===== src/rtl/dma_cpu_programmer_pkg.sv =====
// Shared types for the 8237A-style DMA register programmer: register address codes,
// sequencer and bus-phase enums, and the single bus operation record.
package dma_cpu_programmer_pkg;

  localparam logic [3:0] REG_STATUS      = 4'd8;
  localparam logic [3:0] REG_SINGLE_MASK = 4'd10;
  localparam logic [3:0] REG_MODE        = 4'd11;
  localparam logic [3:0] REG_CLR_BPFF    = 4'd12;

  typedef enum logic [3:0] {
    SEQ_IDLE,
    SEQ_CLR_BPFF,
    SEQ_ADDR_LO,
    SEQ_ADDR_HI,
    SEQ_CNT_LO,
    SEQ_CNT_HI,
    SEQ_MODE,
    SEQ_UNMASK,
    SEQ_RB_CLR,
    SEQ_RB_ADDR_LO,
    SEQ_RB_ADDR_HI,
    SEQ_RB_CNT_LO,
    SEQ_RB_CNT_HI,
    SEQ_STAT_RD,
    SEQ_DONE
  } seq_state_t;

  typedef enum logic [2:0] {
    PH_IDLE,
    PH_SETUP,
    PH_STROBE,
    PH_HOLD,
    PH_GAP
  } bus_phase_t;

  typedef struct packed {
    logic       rd;
    logic [3:0] addr;
    logic [7:0] data;
  } bus_op_t;

  // Per-channel address/count registers sit at 2*ch and 2*ch+1 in the 4-bit space.
  function automatic logic [3:0] addr_reg(input logic [1:0] ch);
    return {1'b0, ch, 1'b0};
  endfunction

  function automatic logic [3:0] count_reg(input logic [1:0] ch);
    return {1'b0, ch, 1'b1};
  endfunction

endpackage


===== src/rtl/dma_cpu_programmer_bus_cycle.sv =====
// Single-access bus engine: SETUP -> STROBE -> HOLD -> GAP, with a start/ack handshake
// that lets the next access begin straight out of the finishing cycle.
module dma_bus_cycle
  import dma_cpu_programmer_pkg::*;
#(
  parameter int unsigned STROBE_CYCLES = 1,
  parameter int unsigned GAP_CYCLES    = 1
) (
  input  logic       CLK,
  input  logic       RESET_N,
  input  logic       start,
  input  bus_op_t    op,
  output logic       ack,
  output logic [7:0] rd_data,
  output logic       CS_N,
  output logic       IOR_N,
  output logic       IOW_N,
  output logic [3:0] A,
  output logic [7:0] DB_out,
  output logic       DB_oe,
  input  logic [7:0] DB_in
);

  localparam bit         HAS_GAP     = (GAP_CYCLES != 0);
  localparam logic [3:0] STROBE_LAST = 4'(STROBE_CYCLES - 1);
  localparam logic [3:0] GAP_LAST    = 4'(GAP_CYCLES - 1);

  bus_phase_t phase, phase_nxt;
  logic [3:0] cnt, cnt_nxt;
  logic       load;
  bus_op_t    op_q;
  logic       active;

  // NOTE: every output of a combinational block gets a default first, so no path leaves
  // a signal unassigned and no latch is inferred.
  always_comb begin
    phase_nxt = phase;
    cnt_nxt   = cnt;
    load      = 1'b0;
    ack       = 1'b0;
    case (phase)
      PH_IDLE: begin
        if (start) begin
          load      = 1'b1;
          phase_nxt = PH_SETUP;
        end
      end
      PH_SETUP: begin
        phase_nxt = PH_STROBE;
        cnt_nxt   = STROBE_LAST;
      end
      PH_STROBE: begin
        if (cnt == 4'd0) phase_nxt = PH_HOLD;
        else             cnt_nxt   = cnt - 4'd1;
      end
      PH_HOLD: begin
        if (HAS_GAP) begin
          phase_nxt = PH_GAP;
          cnt_nxt   = GAP_LAST;
        end else begin
          ack       = 1'b1;
          load      = start;
          phase_nxt = start ? PH_SETUP : PH_IDLE;
        end
      end
      PH_GAP: begin
        if (cnt == 4'd0) begin
          ack       = 1'b1;
          load      = start;
          phase_nxt = start ? PH_SETUP : PH_IDLE;
        end else begin
          cnt_nxt = cnt - 4'd1;
        end
      end
      default: phase_nxt = PH_IDLE;
    endcase
  end

  // NOTE: state registers use non-blocking assignments so every flop samples pre-edge values.
  always_ff @(posedge CLK or negedge RESET_N) begin
    if (!RESET_N) begin
      phase   <= PH_IDLE;
      cnt     <= 4'd0;
      op_q    <= '0;
      rd_data <= 8'h00;
    end else begin
      phase <= phase_nxt;
      cnt   <= cnt_nxt;
      if (load) op_q <= op;
      // Read data is captured on the edge that ends the strobe.
      if (phase == PH_STROBE && cnt == 4'd0 && op_q.rd) rd_data <= DB_in;
    end
  end

  // Pins decode straight from registered phase, so reset releases the bus immediately.
  assign active = (phase == PH_SETUP) || (phase == PH_STROBE) || (phase == PH_HOLD);
  assign CS_N   = !active;
  assign IOR_N  = !((phase == PH_STROBE) && op_q.rd);
  assign IOW_N  = !((phase == PH_STROBE) && !op_q.rd);
  assign A      = op_q.addr;
  assign DB_out = op_q.data;
  assign DB_oe  = active && !op_q.rd;

endmodule


===== src/rtl/dma_cpu_programmer.sv =====
// CPU-side programmer for an 8237A-style DMA: sequences channel-setup writes and status reads.
// Optional readback verification of address/count is enabled by defining DMA_PROG_READBACK_EN.
module dma_cpu_programmer
  import dma_cpu_programmer_pkg::*;
#(
  parameter int unsigned STROBE_CYCLES = 1,
  parameter int unsigned GAP_CYCLES    = 1
) (
  input  logic        CLK,
  input  logic        RESET_N,
  input  logic        req_valid,
  output logic        req_ready,
  input  logic [1:0]  req_channel,
  input  logic [15:0] req_base_addr,
  input  logic [15:0] req_word_count,
  input  logic [5:0]  req_mode,
  input  logic        req_unmask,
  input  logic        stat_req,
  output logic        stat_valid,
  output logic [7:0]  stat_data,
  output logic        done,
  output logic        readback_err,
  output logic        CS_N,
  output logic        IOR_N,
  output logic        IOW_N,
  output logic [3:0]  A,
  output logic [7:0]  DB_out,
  output logic        DB_oe,
  input  logic [7:0]  DB_in
);

`ifdef DMA_PROG_READBACK_EN
  localparam seq_state_t AFTER_CFG = SEQ_RB_CLR;
`else
  localparam seq_state_t AFTER_CFG = SEQ_DONE;
`endif

  seq_state_t  state, nxt;
  logic [1:0]  ch_q;
  logic [15:0] addr_q, cnt_q;
  logic [5:0]  mode_q;
  logic        unmask_q;
  logic        start, ack;
  bus_op_t     op;
  logic [7:0]  rd_data;

  always_comb begin
    nxt = state;
    case (state)
      SEQ_IDLE: begin
        // A setup request takes priority; a coincident status request is dropped.
        if (req_valid)     nxt = SEQ_CLR_BPFF;
        else if (stat_req) nxt = SEQ_STAT_RD;
      end
      SEQ_DONE: nxt = SEQ_IDLE;
      default: begin
        if (ack) begin
          case (state)
            SEQ_CLR_BPFF:   nxt = SEQ_ADDR_LO;
            SEQ_ADDR_LO:    nxt = SEQ_ADDR_HI;
            SEQ_ADDR_HI:    nxt = SEQ_CNT_LO;
            SEQ_CNT_LO:     nxt = SEQ_CNT_HI;
            SEQ_CNT_HI:     nxt = SEQ_MODE;
            SEQ_MODE:       nxt = unmask_q ? SEQ_UNMASK : AFTER_CFG;
            SEQ_UNMASK:     nxt = AFTER_CFG;
            SEQ_RB_CLR:     nxt = SEQ_RB_ADDR_LO;
            SEQ_RB_ADDR_LO: nxt = SEQ_RB_ADDR_HI;
            SEQ_RB_ADDR_HI: nxt = SEQ_RB_CNT_LO;
            SEQ_RB_CNT_LO:  nxt = SEQ_RB_CNT_HI;
            SEQ_RB_CNT_HI:  nxt = SEQ_DONE;
            default:        nxt = SEQ_IDLE;
          endcase
        end
      end
    endcase
  end

  // The operation for the upcoming state is offered during the finishing cycle of the
  // current access, so consecutive accesses run back to back.
  always_comb begin
    op = '0;
    case (nxt)
      SEQ_CLR_BPFF, SEQ_RB_CLR: op.addr = REG_CLR_BPFF;
      SEQ_ADDR_LO: begin op.addr = addr_reg(ch_q);  op.data = addr_q[7:0];  end
      SEQ_ADDR_HI: begin op.addr = addr_reg(ch_q);  op.data = addr_q[15:8]; end
      SEQ_CNT_LO:  begin op.addr = count_reg(ch_q); op.data = cnt_q[7:0];   end
      SEQ_CNT_HI:  begin op.addr = count_reg(ch_q); op.data = cnt_q[15:8];  end
      SEQ_MODE:    begin op.addr = REG_MODE;        op.data = {mode_q, ch_q}; end
      SEQ_UNMASK:  begin op.addr = REG_SINGLE_MASK; op.data = {6'b0, ch_q};   end
      SEQ_RB_ADDR_LO, SEQ_RB_ADDR_HI: begin op.rd = 1'b1; op.addr = addr_reg(ch_q);  end
      SEQ_RB_CNT_LO,  SEQ_RB_CNT_HI:  begin op.rd = 1'b1; op.addr = count_reg(ch_q); end
      SEQ_STAT_RD: begin op.rd = 1'b1; op.addr = REG_STATUS; end
      default: ;
    endcase
  end

  assign start = (nxt != state) && (nxt != SEQ_IDLE) && (nxt != SEQ_DONE);

  always_ff @(posedge CLK or negedge RESET_N) begin
    if (!RESET_N) begin
      state      <= SEQ_IDLE;
      ch_q       <= 2'd0;
      addr_q     <= 16'h0000;
      cnt_q      <= 16'h0000;
      mode_q     <= 6'd0;
      unmask_q   <= 1'b0;
      stat_valid <= 1'b0;
      stat_data  <= 8'h00;
    end else begin
      state      <= nxt;
      stat_valid <= (state == SEQ_STAT_RD) && ack;
      if (state == SEQ_IDLE && req_valid) begin
        ch_q     <= req_channel;
        addr_q   <= req_base_addr;
        cnt_q    <= req_word_count;
        mode_q   <= req_mode;
        unmask_q <= req_unmask;
      end
      if (state == SEQ_STAT_RD && ack) stat_data <= rd_data;
    end
  end

  assign req_ready = (state == SEQ_IDLE);
  assign done      = (state == SEQ_DONE);

`ifdef DMA_PROG_READBACK_EN
  logic       err_q;
  logic       rb_check;
  logic [7:0] rb_expect;

  always_comb begin
    rb_check  = 1'b1;
    rb_expect = 8'h00;
    case (state)
      SEQ_RB_ADDR_LO: rb_expect = addr_q[7:0];
      SEQ_RB_ADDR_HI: rb_expect = addr_q[15:8];
      SEQ_RB_CNT_LO:  rb_expect = cnt_q[7:0];
      SEQ_RB_CNT_HI:  rb_expect = cnt_q[15:8];
      default:        rb_check  = 1'b0;
    endcase
  end

  always_ff @(posedge CLK or negedge RESET_N) begin
    if (!RESET_N)                                    err_q <= 1'b0;
    else if (ack && rb_check && rd_data != rb_expect) err_q <= 1'b1;
  end

  assign readback_err = err_q;
`else
  assign readback_err = 1'b0;
`endif

  dma_bus_cycle #(
    .STROBE_CYCLES(STROBE_CYCLES),
    .GAP_CYCLES   (GAP_CYCLES)
  ) u_bus (
    .CLK    (CLK),
    .RESET_N(RESET_N),
    .start  (start),
    .op     (op),
    .ack    (ack),
    .rd_data(rd_data),
    .CS_N   (CS_N),
    .IOR_N  (IOR_N),
    .IOW_N  (IOW_N),
    .A      (A),
    .DB_out (DB_out),
    .DB_oe  (DB_oe),
    .DB_in  (DB_in)
  );

endmodule


===== config.mk =====
export PLATFORM = sky130hd
export DESIGN_NAME = dma_cpu_programmer
export DESIGN_NICKNAME = d
export VERILOG_FILES = /design/src/rtl/dma_cpu_programmer_pkg.sv /design/src/rtl/dma_cpu_programmer_bus_cycle.sv /design/src/rtl/dma_cpu_programmer.sv
export SDC_FILE = /design/constraint.sdc
export NUM_CORES = 1
export LEC_CHECK = 0
export CORE_AREA = 5 5 115 117
export CTS_BUF_LIST = sky130_fd_sc_hd__clkbuf_8
export CTS_CLUSTER_SIZE = 25
export DETAILED_ROUTE_END_ITERATION = 10
export DIE_AREA = 0 0 120 122
export PLACE_DENSITY = 0.56
export SYNTH_ARGS = -nofsm -noshare
export SYNTH_HDL_FRONTEND = slang
export SYNTH_SLANG_ARGS = --single-unit

===== constraint.sdc =====
create_clock -name CLK -period 4.4 [get_ports CLK]
set_clock_uncertainty 0.2 [all_clocks]
set_input_delay 0.66 -clock CLK [delete_from_list [all_inputs] [get_ports CLK]]
set_output_delay 0.66 -clock CLK [all_outputs]
set_load 0.005 [all_outputs]

==> results of run 1 <==
-- registers in the layout, summed over array words and instances, names as in the netlist --
| signal | count |
|---|---|
| u_bus.cnt | 4 |
| u_bus.A | 4 |
| cnt_q | 16 |
| u_bus.rd_data | 8 |
| stat_valid | 1 |
| unmask_q | 1 |
| u_bus.DB_out | 8 |
| mode_q | 6 |
| stat_data | 8 |
| u_bus.phase | 3 |
| addr_q | 16 |
| u_bus.op_q | 1 |
| ch_q | 2 |
| state | 4 |
-- stage by stage --
step | cells | worst slack, ns | area [µm²] | power, W | util (%)
after floorplan | 360 | 1.504 | 4124 | 0.0007776 | -
after global placement | 559 | 1.064 | 4943 | 0.0008407 | 40.32
after detailed placement | 559 | 1.002 | 4943 | 0.0008410 | 40.32
after CTS | 574 | 0.9827 | 5126 | 0.001369 | 41.81
after global routing | 574 | 0.7154 | 5126 | 0.001407 | 41.81
final | 574 | 0.9565 | 5126 | 0.001345 | 41.81
-- worst paths after layout --
kind                                     to  cells past startpoint
setup / recovery             u_bus.op_q[12]                      9
hold / removal             u_bus.rd_data[6]                      1
hold reg to reg            u_bus.rd_data[2]                      1
min in group CLK           u_bus.rd_data[2]                      1
setup reg to reg             u_bus.op_q[12]                      9
max in group asynchronous          state[1]                      1
-- worst register-to-register path, cell delays in order, from the launching register on --
cell and delay, ns:
dfrtp_1 0.41, inv_1 0.11, ha_1 0.16, or3b_1 0.48, o211ai_1 0.22, nand4_1 0.49
and2_1 0.38, a31oi_4 0.22, nand3b_4 0.26, mux2_4 0.38
-- where the power goes --
| part | total (W) | switching, W | internal, W | leakage (nW) |
|---|---|---|---|---|
| clock network | 0.000521 | 0.000265 | 0.000256 | 0.0981 |
| logic | 0.0000656 | 0.0000227 | 0.0000429 | 1.11 |
| registers | 0.000758 | 0.00000157 | 0.000757 | 1.09 |
-- logic make-up after synthesis --
logic type	after synthesis	share of synthesized area (%)
AOI/OAI and AO/OA	64	10.59
xor gates and xnor gates	3	0.6373
adders and majority gates	3	0.8494
buffers and inverters	49	5.977
DFF	82	49.76
muxes	82	22.33
other	1	0.09093
and+or+nand+nor	76	9.770
-- cell type report --
type	instances	area [µm²]
fillers	1174	7134
flip-flops and latches	82	2052
multi-input cells	229	1826
repair buffers	84	825.8
well taps	150	187.7
clock buffers	9	123.9
clock inverters	6	58.81
inverters	14	52.55
-- layout by cell type, fill, tap and decap left out, drive strengths merged, types with 2 or more instances in the layout --
| cell type | count |
|---|---|
| a21oi | 17 |
| and2 | 2 |
| mux2 | 65 |
| or3 | 2 |
| o22ai | 9 |
| clkbuf | 9 |
| ha | 2 |
| dfrtp | 82 |
| a221oi | 2 |
| o31ai | 3 |
| xnor2 | 2 |
| a32oi | 2 |
| o21ai | 10 |
| inv | 17 |
| nand3b | 3 |
| nand3 | 3 |
| nor2b | 5 |
| or3b | 2 |
| nor3 | 5 |
| o211ai | 3 |
| a22o | 3 |
| clkdlybuf4s50 | 78 |
| a31oi | 3 |
| mux2i | 17 |
| buf | 6 |
| nand4 | 5 |
| nand2 | 30 |
| nor3b | 3 |
| nor2 | 10 |
-- routing by layer --
metal	track usage (%)	wire length (µm)	vias to the layer above
met4	5.011	116	0
met1	17.51	4261	1411
li1	-	-	1393
met3	3.110	367	9
met5	0	0	-
met2	20.58	4525	64
-- synth_stat cells (all sizes together) (5+ instances only) --
master and n:
dfrtp 82, mux2 65, nand2 30, buf 24
a21oi 17, mux2i 17, inv 14, clkbuf 11
nor2 10, o21ai 10, o22ai 9, nand4 5
nor2b 5, nor3 5
==> flow_summary.toml, run 1 <==
[power_and_ir_drop]
vdd_drop_max_mv = 0.1202
p_per_area_nw_per_um2 = 262.4
p_leak_nw = 2.297

[clock_tree]
ctsRootBufferMaster = "clkbuf_8"
ctsResizeCount = 0
cts_buffers = 9
h-tree-depth = 3
clock-sinks = 82
clockBufferDepth = 2
cts_tree = "built"
cts_hold_buffers = 0
clock_latency_ns = 0.34
cts.clk_slew.worst_paths_ns = 0.08
post_cts_buffers = 0

[critical_path]
slowest_delay_ns = 0.49
reg2reg_slack_ns = 0.96
critPathSlowestCell = "nand4_1"
critical-path-top-delay-family = "simple AND/OR/NAND/NOR gates"
cp-end-kind = "flip-flop"
arrival_ns = 3.46
timing.rr.start = "u_bus.cnt[0]"
critPathLaunch = "u_bus.cnt[0]"
cp_cell_sequence = "inv_1, ha_1, or3b_1, o211ai_1, nand4_1, and2_1, a31oi_4, nand3b_4, mux2_4"
critical_path_class = "flip-flop to flip-flop"
path_buf_inv = 1
required_ns = 4.42
crit_fanout = 14
start_kind = "flip-flop"

[sta]
holdWs_ns = 0.2830
maxSlewViolCount = 0
hold_violations = 0
fin_crit_ns = 3.443
tns_ns = 0
setup_viol = 0
max_slew_margin_pct = 30.79
min_period_over_period_pct = 78.26
tightest_slew_ns = 1.038
max_freq_ghz = 0.2904
rsz0062_at_grt = "no"

[detailed_routing]
wl_per_cell_um = 16.15
ant_nets = 0
drc = 0
first_pass_iters = 4
vias = 2877
via_per_inst = 5.012
drt-initial-drc-count = 118
wl_um = 9271

[yosys]
ys_seq_elements = 82
synth.area.top_cells = "dfrtp_1 (50%), mux2_2 (16%), mux2i_1 (4.1%)"
syn_area_per_cell_um2 = 11.46
synth_cells = 360
syn_area_um2 = 4124
seq_area_frac_synth_pct = 49.76
post-synth-top-area-cell = "dfrtp_1"
syn-num-nets = 415
ys_types = 59
synth_top_area_share_pct = 49.76
postSynth.asyncResetShare_pct = 100.0
ys.flop_type = "dfrtp_1"
yosys_warnings = 0
synth_edf_count = 0

[flow_run]
maxCapViolCount = 0

[floorplan]
rows = 41
core_area_um2 = 12260
die_w_um = 120
dieArea_um2 = 14640
start_util_pct = 33.64
die_height_um = 122
ios = 81

[place]
gp_congestion = 0.7922
dp_hpwl_um = 6721
portBuffers = 79

[min_path]
hold_class = "input pin to async pin"

[grt]
grt_pass1_wl_um = 15170
grt_max_degree = 83
first_global_vias = 2915
gr-total-overflow = 0
grt_usage_pct = 13.08
antenna_found_initial = 0

[cells_and_area]
area_growth_pct = 24.30
final_layout_size_suffix_gt1_share_pct = 21.70
n_antenna_cell = 0
nets = 475

[run_status]
run_status = "complete, no violations"
Power figures use the tool's default switching activity.
==> run 2, diff against run 1 <==
Clock period 4.4 ns to 3.35 ns, I/O delays scaled along.
==> run 2 against run 1 <==
  * Worst setup slack worse by 0.67 ns
  * Wire length is 1.6% higher
  * Design area increased by 0.73%
  * Power increased by 32%
  * Combinational power rose by 31%
  * Sequential share of layout area shrank 0.29 points
  * Final cell count grew 0.87%
  * Maximum frequency increased by 13%
  * First-iteration DRC count decreased by 43%
  * Non-clock buffer count is 4 higher
  * Die area stayed put
  * Core utilization rose by 0.31 points
==> flow_summary.toml, run 2 (synthesized netlist as in run 1, its figures left out) <==
[detailed_routing]
via_per_inst = 5.033
wl_per_cell_um = 16.27
drc = 0
vias = 2914
first_pass_iters = 6
ant_nets = 0
wl_um = 9420
drt-initial-drc-count = 67

[floorplan]
start_util_pct = 33.64
dieArea_um2 = 14640
die_w_um = 120
die_height_um = 122
core_area_um2 = 12260
ios = 81
rows = 41

[critical_path]
timing.rr.start = "u_bus.cnt[0]"
critical_path_class = "flip-flop to flip-flop"
start_kind = "flip-flop"
arrival_ns = 3.10
reg2reg_to = "u_bus.A[0]"
reg2reg_slack_ns = 0.29
required_ns = 3.39
crit_path_end = "u_bus.A[0]"
critPathLaunch = "u_bus.cnt[0]"
crit_fanout = 13
cp-end-kind = "flip-flop"
reg2regPathDepth = 9

[grt]
grt_max_degree = 83
use_met1_pct = 17.15
grt_usage_pct = 13.37
grt_pass1_wl_um = 15390
globalRouteMet3Util_pct = 2.786
first_global_vias = 3043
grt.met2_usage_pct = 22.55
grt-busiest-layer = "met2"
gr-total-overflow = 0
antenna_found_initial = 0

[cells_and_area]
top_regs = "addr_q (16), cnt_q (16)"
final_layout_size_suffix_gt1_share_pct = 22.84
area_growth_pct = 25.21
nets = 479
layout_commonest_cell = "dfrtp_1"
final_cell_mix = "dfrtp_1 (82), clkdlybuf4s50_1 (78), mux2_2 (60)"
fin_area_um2 = 5164
n_antenna_cell = 0
fillers = 1170
final_cells = 579

[run_status]
run_status = "complete, no violations"

[clock_tree]
cts.clk_slew.worst_paths_ns = 0.08
clock_latency_ns = 0.35
h-tree-depth = 3
ctsResizeCount = 0
post_cts_buffers = 0
cts_hold_buffers = 0
clock-sinks = 82
clockBufferDepth = 2
ctsRootBufferMaster = "clkbuf_8"
cts_tree = "built"
cts_buffers = 9

[sta]
rsz0062_at_grt = "no"
timing.final.ws_setup_ns = 0.2906
maxSlewViolCount = 0
tns_ns = 0
hold_violations = 0
holdWs_ns = 0.1135
setup_viol = 0
fin_crit_ns = 3.059
min_period_over_period_pct = 91.32
max_freq_ghz = 0.3269
tightest_slew_ns = 1.036
max_slew_margin_pct = 30.95

[power_and_ir_drop]
p_per_area_nw_per_um2 = 342.9
vdd_drop_max_mv = 0.1442
p_leak_nw = 2.320

[min_path]
hold_class = "input pin to async pin"

[place]
placed_cells = 563
postPlaceCellArea_um2 = 4974
gp_congestion = 0.8409
dp_hpwl_um = 6789
preCtsSetupSlack_ns = 0.3044
portBuffers = 79

[flow_run]
maxCapViolCount = 0
## run 2: changes by cell type in the layout (fill, tap and decap cells not counted)
cell,change
clkbuf_8,+3
bufinv_16,-1
inv_1,-1
buf_4,+4
## run 2: worst min-delay path by stage
stage	to	startpoint	slack, ns
after detailed placement	stat_data[4]	u_bus.rd_data[4]	0.29
after global placement	stat_data[4]	u_bus.rd_data[4]	0.28
final	u_bus.rd_data[4]	RESET_N	0.11
after CTS	u_bus.rd_data[6]	RESET_N	0.16
after floorplan	addr_q[0]	RESET_N	0.007
after global routing	u_bus.rd_data[4]	RESET_N	0.22
## run 2: power breakdown
group / leakage, nW / internal [W] / switching (W)
Clock: 0.100 / 0.000329 / 0.000359
Sequential: 1.09 / 0.000994 / 0.00000214
Combinational: 1.13 / 0.0000563 / 0.0000299
Total: 2.32 / 0.00138 / 0.000392
## run 2: metrics by stage
| stage | power, W | utilization [%] |
|---|---|---|
| 2_1_floorplan | 0.001021 | - |
| 3_3_place_gp | 0.001104 | 40.57 |
| 5_1_grt | 0.001851 | 42.12 |
| 4_1_cts | 0.001802 | 42.12 |
| 6_report | 0.001771 | 42.12 |
| 3_5_place_dp | 0.001105 | 40.57 |
## run 2: critical path, cell delays in order (launching register included)
cell	delay (ns)
dfrtp_1	0.41
inv_1	0.10
ha_1	0.17
or3b_1	0.47
or4_1	0.53
a21oi_1	0.15
o21ai_1	0.11
a31oi_4	0.19
nand3b_4	0.25
mux2_4	0.36
## run 2: cell type report
class | instances | area (µm²) | area share [%]
clock buffer | 12 | 165.2 | 3.198
clock inverter | 4 | 25.02 | 0.4846
inverter | 14 | 52.55 | 1.018
multi-input combinational | 229 | 1826 | 35.35
sequential | 82 | 2052 | 39.74
tap | 150 | 187.7 | 3.635
timing repair buffer | 88 | 855.8 | 16.57
## run 2: routing by layer
metal	vias up	part of all wire, %
met5	-	0
met4	0	1.4
met3	10	3.5
met2	56	49
met1	1445	46
li1	1403	-
==> run 3, diff against run 2 <==
Settings changed: ABC_AREA set to 1.
==> run 3 against run 2 <==
  * Critical path depth fell by 3
  * Final cell count rose by 20%
  * Worst setup slack improved by 0.35 ns
  * Global-route usage rose by 0.32 points
  * Sequential power fell by 0.7%
  * Wire length rose by 1.8%
  * Via count rose by 9.3%
  * Register-to-register slack improved by 0.38 ns
  * Clock power rose by 19%
  * Combinational power fell by 3.9%
==> flow_summary.toml, run 3 <==
[sta]
hold_violations = 0
tightest_slew_ns = 1.047
min_period_over_period_pct = 80.82
fin_crit_ns = 2.707
rsz0062_at_grt = "no"
setup_viol = 0
max_slew_margin_pct = 30.18
maxSlewViolCount = 0
tns_ns = 0
max_freq_ghz = 0.3694

[critical_path]
slowest_delay_ns = 0.48
critical_path_class = "flip-flop to primary output"
required_ns = 2.65
cp-end-kind = "primary output"
cpMostUsedCell = "inv_1"
reg2reg_slack_ns = 0.67
path_buf_inv = 3
critPathSlowestCell = "dfrtp_1"
arrival_ns = 2.00
cp_cell_sequence = "inv_1, nand2_1, nor2_1, inv_1, or2_2, clkdlybuf4s50_1"
critical-path-top-delay-family = "buffers and inverters"
start_kind = "flip-flop"
crit_fanout = 7

[place]
portBuffers = 79
gp_congestion = 0.7967
dp_hpwl_um = 7123
postPlaceCellArea_um2 = 4945

[clock_tree]
clockBufferDepth = 2
cts_hold_buffers = 0
cts.clk_slew.worst_paths_ns = 0.08
post_cts_buffers = 0
ctsRootBufferMaster = "clkbuf_8"
clock-sinks = 82
cts_buffers = 9
clock_latency_ns = 0.36
cts_tree = "built"
h-tree-depth = 3
ctsResizeCount = 0

[detailed_routing]
via_per_inst = 4.578
wl_um = 9589
wl_per_cell_um = 13.78
drt-initial-drc-count = 155
first_pass_iters = 4
drc = 0
ant_nets = 0
vias = 3186

[power_and_ir_drop]
vdd_drop_max_mv = 0.2293
p_leak_nw = 2.684
p_per_area_nw_per_um2 = 365.2

[cells_and_area]
fin_util_pct = 42.19
top_regs = "addr_q (16), cnt_q (16)"
layout_commonest_cell = "nand2_1"
nets = 596
fillers = 1211
n_antenna_cell = 0
area_growth_pct = 26.42
final_layout_size_suffix_gt1_share_pct = 15.75
fin_area_um2 = 5172
final_cell_mix = "nand2_1 (155), dfrtp_1 (82), clkdlybuf4s50_1 (78)"

[yosys]
postSynth.asyncResetShare_pct = 100.0
syn_area_um2 = 4091
ys_types = 33
syn_area_per_cell_um2 = 8.668
ys_seq_elements = 82
post-synth-top-area-cell = "dfrtp_1"
syn-num-nets = 527
ys.flop_type = "dfrtp_1"
synth_cells = 472
synth_edf_count = 0
synth.area.top_cells = "dfrtp_1 (50%), nand2_1 (14%), mux2_2 (9.6%)"
seq_area_frac_synth_pct = 50.15
synth_top_area_share_pct = 50.15
synthTopCellsByCount = "nand2_1 (156), dfrtp_1 (82), inv_1 (40), nor2_1 (37), mux2_2 (35)"
synth_most_common_cell = "nand2_1"
yosys_warnings = 0

[grt]
grt_max_degree = 83
grt_usage_pct = 13.70
globalRouteMet3Util_pct = 2.414
use_met1_pct = 18.97
grt.met2_usage_pct = 20.86
grt_pass1_wl_um = 15750
gr-total-overflow = 0
first_global_vias = 3167
antenna_found_initial = 0
grt-busiest-layer = "met2"

[floorplan]
start_util_pct = 33.37
dieArea_um2 = 14640
rows = 41
die_w_um = 120
die_height_um = 122
core_area_um2 = 12260
ios = 81

[min_path]
hold_class = "input pin to async pin"

[flow_run]
maxCapViolCount = 0

[run_status]
run_status = "complete, no violations"
-- run 3: metrics by stage --
stage | total power, W | std cells | hold WS [ns] | setup WS (ns)
after floorplan | 0.001010 | 472 | 0.006909 | 1.151
after global placement | 0.001094 | 680 | 0.2677 | 0.5041
after detailed placement | 0.001094 | 680 | 0.2722 | 0.4618
after CTS | 0.001922 | 696 | 0.1582 | 0.6251
after global routing | 0.001956 | 696 | 0.2023 | 0.3613
final | 0.001889 | 696 | 0.1066 | 0.6427
-- run 3: worst register-to-register path: stages, from the launching register on --
cell and delay (ns):
dfrtp_1 0.41, inv_1 0.09, ha_1 0.19, nand2_1 0.06, nor2_1 0.15, nand2_1 0.14
o21ai_0 0.24, nand2_2 0.10, nand3_2 0.14, inv_2 0.07, a21oi_4 0.19, nand4_4 0.24
inv_2 0.27, nand2_1 0.09, nand2_1 0.06
-- run 3: power by group --
| group | switching (W) | internal, W |
|---|---|---|
| sequential | 0 | 0.000989 |
| clock | 0.000375 | 0.000443 |
| combinational | 0.0000301 | 0.0000527 |
-- run 3: cells by family after synthesis --
kind of cell / count (synthesis) / share of synthesized area (%)
AO/OA/AOI/OAI: 46 / 6.178
XOR/XNOR: 1 / 0.2141
adder cells (fa/ha/maj): 2 / 0.6115
buffers and inverters: 69 / 7.859
flip-flops: 82 / 50.15
multiplexers: 35 / 9.633
other: 1 / 0.09166
AND/OR/NAND/NOR: 236 / 25.26
-- run 3: path summary, 6_finish.rpt --
kind / from / endpoint / cells past startpoint
max reg2reg: u_bus.cnt[0] / u_bus.DB_out[3] / 14
min in group CLK: u_bus.DB_out[0] / u_bus.DB_out[0] / 2
max in group asynchronous: RESET_N / addr_q[14] / 1
min reg2reg: u_bus.DB_out[0] / u_bus.DB_out[0] / 2
max: u_bus.phase[2] / IOW_N / 6
min: RESET_N / stat_data[6] / 1
-- run 3: cell type report --
cell class	instances	area, µm²	area share [%]
Inverter	47	176.4	3.411
Tap cell	150	187.7	3.628
Clock inverter	6	90.09	1.742
Clock buffer	10	137.6	2.661
Sequential cell	82	2052	39.67
Multi-Input combinational cell	321	1720	33.26
Timing Repair Buffer	80	808.3	15.63
-- run 3: routing by layer --
metal  vias to the layer above  share of wire [%]
met3                        14                3.5
met2                        60                 45
met5                         -                  0
li1                       1614                  -
met4                         0                2.1
met1                      1498                 49
